## config.mk

```make
export PLATFORM = sky130hd
export DESIGN_NAME = pacman_mover
export DESIGN_NICKNAME = d
export VERILOG_FILES = /design/src/rtl/pacman_pkg.sv /design/src/rtl/pacman_mover_btn_sync.sv /design/src/rtl/pacman_mover.sv
export SDC_FILE = /design/constraint.sdc
export NUM_CORES = 1
export LEC_CHECK = 0
export BUFFER_PORTS_ARGS = -buffer_cell sky130_fd_sc_hd__buf_2
export CORE_MARGIN = 8
export CORE_UTILIZATION = 62
export CTS_BUF_LIST = sky130_fd_sc_hd__clkbuf_4 sky130_fd_sc_hd__clkbuf_8
export CTS_CLUSTER_SIZE = 30
export DETAILED_ROUTE_END_ITERATION = 7
export GPL_TIMING_DRIVEN = 0
export HOLD_SLACK_MARGIN = 0.08
export PLACE_DENSITY_LB_ADDON = 0.15
export SETUP_SLACK_MARGIN = 0.02
export SYNTH_ARGS = -nofsm -noshare
export SYNTH_HDL_FRONTEND = slang
export SYNTH_HIERARCHICAL = 1
export SYNTH_SLANG_ARGS = --single-unit
```

## constraint.sdc

```tcl
create_clock -name clk -period 6.2 [get_ports clk]
set_clock_uncertainty 0.1 [all_clocks]
set_input_delay 0 -clock clk [delete_from_list [all_inputs] [get_ports clk]]
set_output_delay 0 -clock clk [all_outputs]
set_load 0.02 [all_outputs]
```

## src/rtl/pacman_pkg.sv

```systemverilog
// Shared types and grid constants for the pacman sprite mover.
package pacman_pkg;

    typedef enum logic [2:0] {
        IDLE  = 3'd0,
        LEFT  = 3'd1,
        RIGHT = 3'd2,
        UP    = 3'd3,
        DOWN  = 3'd4
    } dir_t;

    localparam int GRID_X0  = 150;
    localparam int GRID_Y0  = 34;
    localparam int TILE_PX  = 60;
    localparam int GRID_DIM = 8;

    // Direction that undoes the given one; IDLE has no opposite.
    function automatic dir_t opposite_dir(input dir_t d);
        dir_t o;
        case (d)
            LEFT:    o = RIGHT;
            RIGHT:   o = LEFT;
            UP:      o = DOWN;
            DOWN:    o = UP;
            default: o = IDLE;
        endcase
        return o;
    endfunction

    // Pick the legal-move flag that matches a direction; leg is {l, r, u, d}.
    function automatic logic dir_legal(input dir_t d, input logic [3:0] leg);
        logic ok;
        case (d)
            LEFT:    ok = leg[3];
            RIGHT:   ok = leg[2];
            UP:      ok = leg[1];
            DOWN:    ok = leg[0];
            default: ok = 1'b0;
        endcase
        return ok;
    endfunction

endpackage

```

## src/rtl/pacman_mover_btn_sync.sv

```systemverilog
// Two-flop synchronizer bringing the four raw player buttons into the clk domain.
module btn_sync (
    input  logic       clk,
    input  logic       rst_n,
    input  logic [3:0] btn_raw,
    output logic [3:0] btn_out
);

    logic [3:0] meta_q;
    logic [3:0] meta_d;
    logic [3:0] sync_q;
    logic [3:0] sync_d;

    // Next values simply shift the raw buttons one stage down the chain.
    always_comb begin
        meta_d = btn_raw;
        sync_d = meta_q;
    end

    // Synchronizer stages, cleared by reset so no stale press survives it.
    always_ff @(posedge clk or negedge rst_n) begin
        if (!rst_n) begin
            meta_q <= 4'b0000;
            sync_q <= 4'b0000;
        end else begin
            meta_q <= meta_d;
            sync_q <= sync_d;
        end
    end

    assign btn_out = sync_q;

endmodule

```

## src/rtl/pacman_mover.sv

```systemverilog
// Tile-grid sprite mover: queues the player's requested direction and walks
// the sprite STEP pixels per frame, turning only on tile-aligned positions.
module pacman_mover #(
    parameter int STEP      = 2,
    parameter int START_COL = 1,
    parameter int START_ROW = 1
) (
    input  logic       clk,
    input  logic       rst_n,
    input  logic       frame_tick,
    input  logic       l,
    input  logic       r,
    input  logic       u,
    input  logic       d,
    input  logic       leg_l,
    input  logic       leg_r,
    input  logic       leg_u,
    input  logic       leg_d,
    output logic [9:0] xpos,
    output logic [9:0] ypos,
    output logic [2:0] tile_col,
    output logic [2:0] tile_row,
    output logic [2:0] dir,
    output logic       aligned
);

    import pacman_pkg::*;

    localparam logic [5:0] STEP_W   = 6'(STEP);
    localparam logic [5:0] LAST_OFF = 6'(TILE_PX - STEP);
    localparam logic [2:0] MAX_IDX  = 3'(GRID_DIM - 1);
    localparam logic [2:0] COL_RST  = 3'(START_COL);
    localparam logic [2:0] ROW_RST  = 3'(START_ROW);
    localparam logic [9:0] XPOS_RST = 10'(GRID_X0 + TILE_PX * START_COL);
    localparam logic [9:0] YPOS_RST = 10'(GRID_Y0 + TILE_PX * START_ROW);

    logic [3:0] btn_s;
    logic [3:0] leg;

    dir_t       state_q, state_d;
    dir_t       queue_q, queue_d;
    dir_t       cand;
    logic [2:0] col_q, col_d;
    logic [2:0] row_q, row_d;
    logic [5:0] x_off_q, x_off_d;
    logic [5:0] y_off_q, y_off_d;
    logic [9:0] xpos_q, xpos_d;
    logic [9:0] ypos_q, ypos_d;
    logic       at_tile;

    btn_sync u_btn_sync (
        .clk     (clk),
        .rst_n   (rst_n),
        .btn_raw ({l, r, u, d}),
        .btn_out (btn_s)
    );

    assign leg     = {leg_l, leg_r, leg_u, leg_d};
    assign at_tile = (x_off_q == 6'd0) && (y_off_q == 6'd0);

    // Any synchronized press overwrites the queued direction, left winning ties.
    always_comb begin
        queue_d = queue_q;
        if (btn_s[3]) begin
            queue_d = LEFT;
        end else if (btn_s[2]) begin
            queue_d = RIGHT;
        end else if (btn_s[1]) begin
            queue_d = UP;
        end else if (btn_s[0]) begin
            queue_d = DOWN;
        end
    end

    // Per-tick movement decision and one STEP of travel, refusing to leave the grid.
    always_comb begin
        state_d = state_q;
        col_d   = col_q;
        row_d   = row_q;
        x_off_d = x_off_q;
        y_off_d = y_off_q;
        cand    = IDLE;
        if (frame_tick) begin
            if (at_tile) begin
                if (queue_q != IDLE && dir_legal(queue_q, leg)) begin
                    cand = queue_q;
                end else if (state_q != IDLE && dir_legal(state_q, leg)) begin
                    cand = state_q;
                end else begin
                    cand = IDLE;
                end
            end else begin
                if (state_q != IDLE && queue_q == opposite_dir(state_q)) begin
                    cand = queue_q;
                end else begin
                    cand = state_q;
                end
            end
            state_d = cand;
            case (cand)
                RIGHT: begin
                    if (x_off_q == LAST_OFF) begin
                        if (col_q == MAX_IDX) begin
                            state_d = IDLE;
                        end else begin
                            col_d   = col_q + 3'd1;
                            x_off_d = 6'd0;
                        end
                    end else begin
                        x_off_d = x_off_q + STEP_W;
                    end
                end
                LEFT: begin
                    if (x_off_q == 6'd0) begin
                        if (col_q == 3'd0) begin
                            state_d = IDLE;
                        end else begin
                            col_d   = col_q - 3'd1;
                            x_off_d = LAST_OFF;
                        end
                    end else begin
                        x_off_d = x_off_q - STEP_W;
                    end
                end
                DOWN: begin
                    if (y_off_q == LAST_OFF) begin
                        if (row_q == MAX_IDX) begin
                            state_d = IDLE;
                        end else begin
                            row_d   = row_q + 3'd1;
                            y_off_d = 6'd0;
                        end
                    end else begin
                        y_off_d = y_off_q + STEP_W;
                    end
                end
                UP: begin
                    if (y_off_q == 6'd0) begin
                        if (row_q == 3'd0) begin
                            state_d = IDLE;
                        end else begin
                            row_d   = row_q - 3'd1;
                            y_off_d = LAST_OFF;
                        end
                    end else begin
                        y_off_d = y_off_q - STEP_W;
                    end
                end
                default: begin
                end
            endcase
        end
    end

    // Screen coordinates follow from the next tile and offset so they stay in step with them.
    always_comb begin
        xpos_d = 10'(GRID_X0) + 10'(col_d) * 10'(TILE_PX) + 10'(x_off_d);
        ypos_d = 10'(GRID_Y0) + 10'(row_d) * 10'(TILE_PX) + 10'(y_off_d);
    end

    // Mover FSM and position registers; reset parks the sprite on the start tile.
    always_ff @(posedge clk or negedge rst_n) begin
        if (!rst_n) begin
            state_q <= IDLE;
            queue_q <= IDLE;
            col_q   <= COL_RST;
            row_q   <= ROW_RST;
            x_off_q <= 6'd0;
            y_off_q <= 6'd0;
            xpos_q  <= XPOS_RST;
            ypos_q  <= YPOS_RST;
        end else begin
            state_q <= state_d;
            queue_q <= queue_d;
            col_q   <= col_d;
            row_q   <= row_d;
            x_off_q <= x_off_d;
            y_off_q <= y_off_d;
            xpos_q  <= xpos_d;
            ypos_q  <= ypos_d;
        end
    end

    assign xpos     = xpos_q;
    assign ypos     = ypos_q;
    assign tile_col = col_q;
    assign tile_row = row_q;
    assign dir      = state_q;
    assign aligned  = at_tile;

endmodule
```

# [Yosys cells after proc, flatten, opt, wreduce, memory -nomap -nowiden]
# Index checks and enable logic that the tools add are counted.
[classes] n_addsub=12 multipliers=2 n_div=0 order_cmp=0 n_eq_ne=17 n_shift=0 mux=52 bitwise_logic=0 reduce_logical=11
[op_table] cell="3-bit two-way mux" n=29
[op_table] cell="6-bit two-way mux" n=10
[op_table] cell="3-bit one-hot mux with 4 select lines" n=2
[op_table] cell="6-bit one-hot mux with 2 select lines" n=2
[op_table] cell="10-bit by 6-bit adder with 10-bit output" n=2
[op_table] cell="3-bit by 2-bit == test with 1-bit output (second input constant)" n=6
[op_table] cell="3-bit == test (second input constant)" n=5
[op_table] cell="3-bit by 4-bit multiplier with 7-bit output (second input constant)" n=2
[op_table] cell="6-bit by 2-bit adder with 6-bit output (second input constant)" n=2
[op_table] cell="6-bit == test (second input constant)" n=2
[op_table] cell="6-bit zero test" n=2
[op_table] cell="3-bit one-hot mux with 2 select lines" n=2
[op_table] cell="6-bit by 2-bit subtractor with 6-bit output (second input constant)" n=2
[op_table] cell="6-bit by 9-bit adder with 10-bit output (first input constant)" n=1
[op_table] cell="8-bit by 9-bit adder with 10-bit output (first input constant)" n=1
[op_table] cell="3-bit by 1-bit == test with 1-bit output (second input constant)" n=3
[op_table] cell="1-bit one-hot mux with 4 select lines" n=2
[op_table] cell="3-bit by 1-bit adder with 3-bit output (second input constant)" n=2
[op_table] cell="3-bit zero test" n=2
[op_table] cell="3-bit nonzero test" n=2
[op_table] cell="3-bit by 1-bit subtractor with 3-bit output (second input constant)" n=2
[op_table] cell="1-bit two-way mux" n=5
[op_table] cell="1-bit logical AND" n=4
[op_table] cell="4-bit nonzero test" n=1
[op_table] cell="3-bit == test" n=1
[totals] reg_bits=52 latch_bits=0 ramBits=0 mem_bits_ro=0 inputBits=11 out_inout_bits=30 mem_count=0

# [Logic depth before layout (Yosys ltp)]
[logic_depth] ltp_word=19 depth_mapped=24

# [Hierarchy]
# The synthesis kept the hierarchy.
[by_module_without_submodules] mod="pacman_mover" n_inst=1 cells_per_inst=396 area_each_um2=3778.6
[by_module_without_submodules] mod="btn_sync" n_inst=1 cells_per_inst=8 area_each_um2=200.2

# [Least setup slack after synthesis]
# No wires, ideal clock.
[synth_timing] path_kind="reg2reg" start="register y_off_q[1]" end="register ypos_q[8], in the netlist ypos[8]" t_arrival_ns=5.131 required_time_ns=6.021 setup_slack_ns=0.890 path_stages_with_launch=21 n_path_buf=0 period_less_slack_ns=5.310 cell_sequence="dfrtp_1 -> or3_4 -> or4_4 -> o22ai_2 -> o41a_1 -> nand3_1 -> o22ai_2 -> nand4_2 -> a22o_1 -> fa_1 -> inv_1 -> ha_1 -> fa_1 -> inv_1 -> ha_1 -> inv_1 -> ha_1 -> a21oi_1 -> nor2b_1 -> o21ai_0 -> xor2_1"
[synth_between] elab_chain_len=10 elab_cells_between_ends=22
[synth_lines] element="start, declared" line="pacman_mover.sv:46" source="logic [5:0] y_off_q, y_off_d;"
[synth_lines] element="start signal, assigned" line="pacman_mover.sv:178" source="y_off_q <= y_off_d;"
[synth_lines] element="6-bit zero test" line="pacman_mover.sv:59, pacman_mover.sv:138"
[synth_lines] element="1-bit logical AND" line="pacman_mover.sv:59" source="assign at_tile = (x_off_q == 6'd0) && (y_off_q == 6'd0);"
[synth_lines] element="3-bit two-way mux" line="pacman_mover.sv:84" source="if (at_tile) begin"
[synth_lines] element="3-bit two-way mux" line="pacman_mover.sv:83" source="if (frame_tick) begin"
[synth_lines] element="3-bit by 2-bit == test with 1-bit output or 3-bit == test (tied branches)" line="pacman_mover.sv:100" source="case (cand)"
[synth_lines] element="3-bit one-hot mux with 2 select lines *" line="pacman_mover.sv:100"
[synth_lines] element="3-bit two-way mux *" line="pacman_mover.sv:83"
[synth_lines] element="net row_d[1]" line="pacman_mover.sv:44" source="logic [2:0] row_q, row_d;"
[synth_lines] element="3-bit by 4-bit multiplier with 7-bit output *" line="pacman_mover.sv:158" source="ypos_d = 10'(GRID_Y0) + 10'(row_d) * 10'(TILE_PX) + 10'(y_off_d);"
[synth_lines] element="6-bit by 9-bit adder with 10-bit output *" line="pacman_mover.sv:158"
[synth_lines] element="10-bit by 6-bit adder with 10-bit output *" line="pacman_mover.sv:158"
[synth_lines] element="net ypos_d[8]" line="pacman_mover.sv:48" source="logic [9:0] ypos_q, ypos_d;"
[synth_lines] element="end signal, assigned" line="pacman_mover.sv:180" source="ypos_q <= ypos_d;"
[synth_lines] element="end, declared" line="pacman_mover.sv:48"
# The timed path passes the listed nets; every way through them passes the cells marked *. The select of a mux whose other input is x is not followed.
# A chain may end at the register's enable or synchronous reset.

# [Final worst setup path]
# Same ends and word-level chain as after synthesis.

==> impl_results.md <==
* GRT Overall Usage at 0.2078
* Final setup viols at 0
* DR pass1 iterations at 5
* Most common cell in the netlist: ha_1
* DR vias/cell at 6.088
* Final HPWL DP at 6.758 mm
* Largest net degree at the start of global routing at 51
* Pwr dens at 610.1 nW/um^2
* Synth Cell Area at 3979 um^2
* Initial antenna violation count at 0
* Post-Syn Nets at 464
* Comb pwr share at 0.713
* Design area at 4476 um^2
* Fin crit period at 5.798 ns
* Cell row count at 29
* Diode count at 0
* Routability cong. at 0.9006
* Net Sw Frac at 0.4769
* Routed wire length at 9.076 mm
* Placed instance area at 4275 um^2
* Inst Count DP at 521
* Internal Pwr Total at 1.428 mW
* Die width at 96.11 um
* Lkg Pwr at 2.193 nW
* Final hold vios at 0
* Final critical-path share of the clock period at 0.9351
* Grt total ovfl at 0
* Port Buffer Count at 40
* Setup TNS at 0 ns
* Share of cells above drive strength 1 at 0.2304
* Final Instance Count excl. Fillers at 537
* Wire per inst at 16.90 um
* DR vias at 3269
* Final WS setup at 0.4024 ns
* Syn avg cell area at 9.849 um^2
* CTS tree: built
* CP Max Fanout at 8
* Slew HR at 0.2685
* Startpoint types: flop
* Initial DRC Count at 141
* Async SR Flop Fraction at 1.000
* Slew Limit Fails at 0
* Worst EP required at 6.33 ns
* Status: finished, final reports clean
* RSZ-0062 raised after global routing: no
* NetSw at 1.302 mW
* Synthesis Warnings at 6
* Seq. cell area at 1265 um^2
* Sequential-to-total area share from yosys stat at 0.3179
* Final ANT Viol Nets at 0
* Synth Instances at 404
* Synthesis-stage register bit count at 50
* DRC at 0
* Kind of critical path: flop to flop
* Synth top cells by count: ha_1 (43), dfrtp_1 (39), inv_1 (37), nand2_1 (29), a21oi_1 (20)
* Worst-skew pair later-pin latency at 0.30 ns
* Clk pwr share at 0.087
* F_max at 0.1725 GHz
* First-pass GRT wire length at 15.27 mm
* Synth top area cells: dfrtp_1 (25%), ha_1 (14%), dfstp_2 (7.3%)
* Synth top area share at 0.2453
* Post-synth EDFFs at 0
* Fillers at 480
* Core box area at 6277 um^2
* CTS max path bufs at 2
* Sink Count at 50
* Post-synth top area cell: dfrtp_1
* Primary flip-flop cell chosen by synthesis mapping: dfrtp_1
* NumNets Final at 519
* Root buf cell: clkbuf_8
* H-tree levels at 2
* Multi-input logic area at 2431 um^2
* Max Cap Viol at 0
* VDD IR max at 0.7697 mV
* DP Worst Slack at 0.1938 ns
* CP arrival at 5.93 ns
* Least-Margin Pin Slew at 1.097 ns
* HP Class: input pin to flop
* Synth cell types at 86
* Seq pwr share at 0.200
* Die Footprint at 9237 um^2
* Worst-path clk slew at 0.09 ns
* Die height at 96.11 um
* Num CTS Buffers at 5
* Ports at 41
* CP endpoint kind: flop
* Initial Utilization at 0.6338
* Vias in the first global route at 3303
* Layout area overhead at 12.48%
## logic make-up (layout without fill, tap and decap cells)
family,count (synthesis),in the layout,share of synthesized area
compound gates,114,114,0.2311
xor+xnor,22,22,0.04843
fa+ha+maj,49,49,0.1654
buf+inv,58,114,0.07390
flops,50,50,0.3179
mux,4,4,0.01069
simple gates,107,107,0.1525
## metrics by stage
stage / power (mW) / util / hold slack, ns
after floorplan: 2.056 / - / -0.3956
after global placement: 2.403 / 0.6811 / 0.008297
after detailed placement: 2.461 / 0.6811 / 0.009801
after CTS: 2.714 / 0.7088 / 0.2372
after global routing: 3.000 / 0.7130 / 0.2525
final: 2.731 / 0.7130 / 0.2465
## worst paths after layout
path | start | cells past startpoint | slack [ns] | end
min in group asynchronous | rst_n | 2 | 0.35 | xpos[5]
max in group asynchronous | rst_n | 2 | 4.98 | u_btn_sync/btn_out[3]
max | y_off_q[1] | 20 | 0.40 | ypos[8]
max reg2reg | y_off_q[1] | 20 | 0.40 | ypos[8]
min | d | 2 | 0.25 | u_btn_sync/meta_q[0]
min reg2reg | u_btn_sync/meta_q[1] | 0 | 0.25 | u_btn_sync/btn_out[1]
## timing repair
| action | 4_1_cts | 5_1_grt |
|---|---|---|
| resized for setup | 0 | 3 |
| hold buffers | 6 | 0 |
| endpoints found under the hold margin | 45 | 0 |
| setup endpoints to repair | 0 | 3 |
| setup buffers | 0 | 2 |
## area by class of cell
cell class | instances | share of cell area
Multi-Input combinational cell | 296 | 0.5432
Sequential cell | 50 | 0.2826
Timing Repair Buffer | 48 | 0.06150
Buffer | 20 | 0.03383
Inverter | 38 | 0.03187
Tap cell | 77 | 0.02153
Clock buffer | 7 | 0.01873
Clock inverter | 1 | 0.006710
## layout by cell type (no fill, tap or decap), types with 3 or more instances in the layout
| cell type | count |
|---|---|
| buf_2 | 44 |
| ha_1 | 43 |
| dfrtp_1 | 39 |
| inv_1 | 37 |
| nand2_1 | 29 |
| nor2_1 | 19 |
| a21oi_1 | 19 |
| nand3_1 | 16 |
| xnor2_1 | 16 |
| dfstp_2 | 11 |
| a21o_1 | 10 |
| clkbuf_8 | 9 |
| o21ai_0 | 8 |
| o21bai_1 | 7 |
| clkbuf_1 | 6 |
| xor2_1 | 6 |
| fa_1 | 6 |
| dlygate4sd3_1 | 6 |
| buf_4 | 5 |
| o32ai_1 | 5 |
| a31oi_1 | 5 |
| nor3b_1 | 4 |
| o22ai_1 | 4 |
| a211oi_1 | 4 |
| nor3_1 | 4 |
| a32oi_1 | 4 |
| nor2b_1 | 3 |
| and2_1 | 3 |
| o21a_1 | 3 |
| o22ai_2 | 3 |
| and3_1 | 3 |
| a22o_1 | 3 |
| nand4_1 | 3 |
## critical path, cell delays in order (launching register included)
cell and delay, ns:
dfrtp_1 0.48, or3_4 0.45, or4_4 0.48, o22ai_2 0.25
o41a_1 0.29, nand3_1 0.17, o22ai_2 0.29, nand4_2 0.22
a22o_1 0.37, fa_1 0.51, inv_1 0.08, ha_1 0.23
fa_1 0.49, inv_1 0.05, ha_1 0.26, inv_1 0.04
ha_1 0.32, a21oi_1 0.21, nor2b_1 0.07, o21ai_0 0.20
xor2_1 0.17
## registers in the layout (all words and copies together) (netlist names), named ones only
signal,cells
dir,3
queue_q,3
tile_col,3
tile_row,3
u_btn_sync/btn_out,4
u_btn_sync/meta_q,4
x_off_q,5
xpos,9
y_off_q,5
ypos,9
## metal layers
metal  vias to the layer above  routed length [um]  global-route usage
met5                         -                   0                   0
met4                         0                 137             0.06658
met3                        14                 619             0.04914
met2                       111                4276              0.3519
met1                      1561                4042              0.2543
li1                       1583                   -                   -
## power groups by stage
stage | logic [mW] | clock network (mW) | registers (mW)
after floorplan | 1.44 | 0 | 0.618
after global placement | 1.86 | 0 | 0.547
after detailed placement | 1.91 | 0 | 0.550
after CTS | 1.93 | 0.241 | 0.545
after global routing | 2.19 | 0.254 | 0.560
final | 1.95 | 0.237 | 0.547
Power figures use the tool's default switching activity.
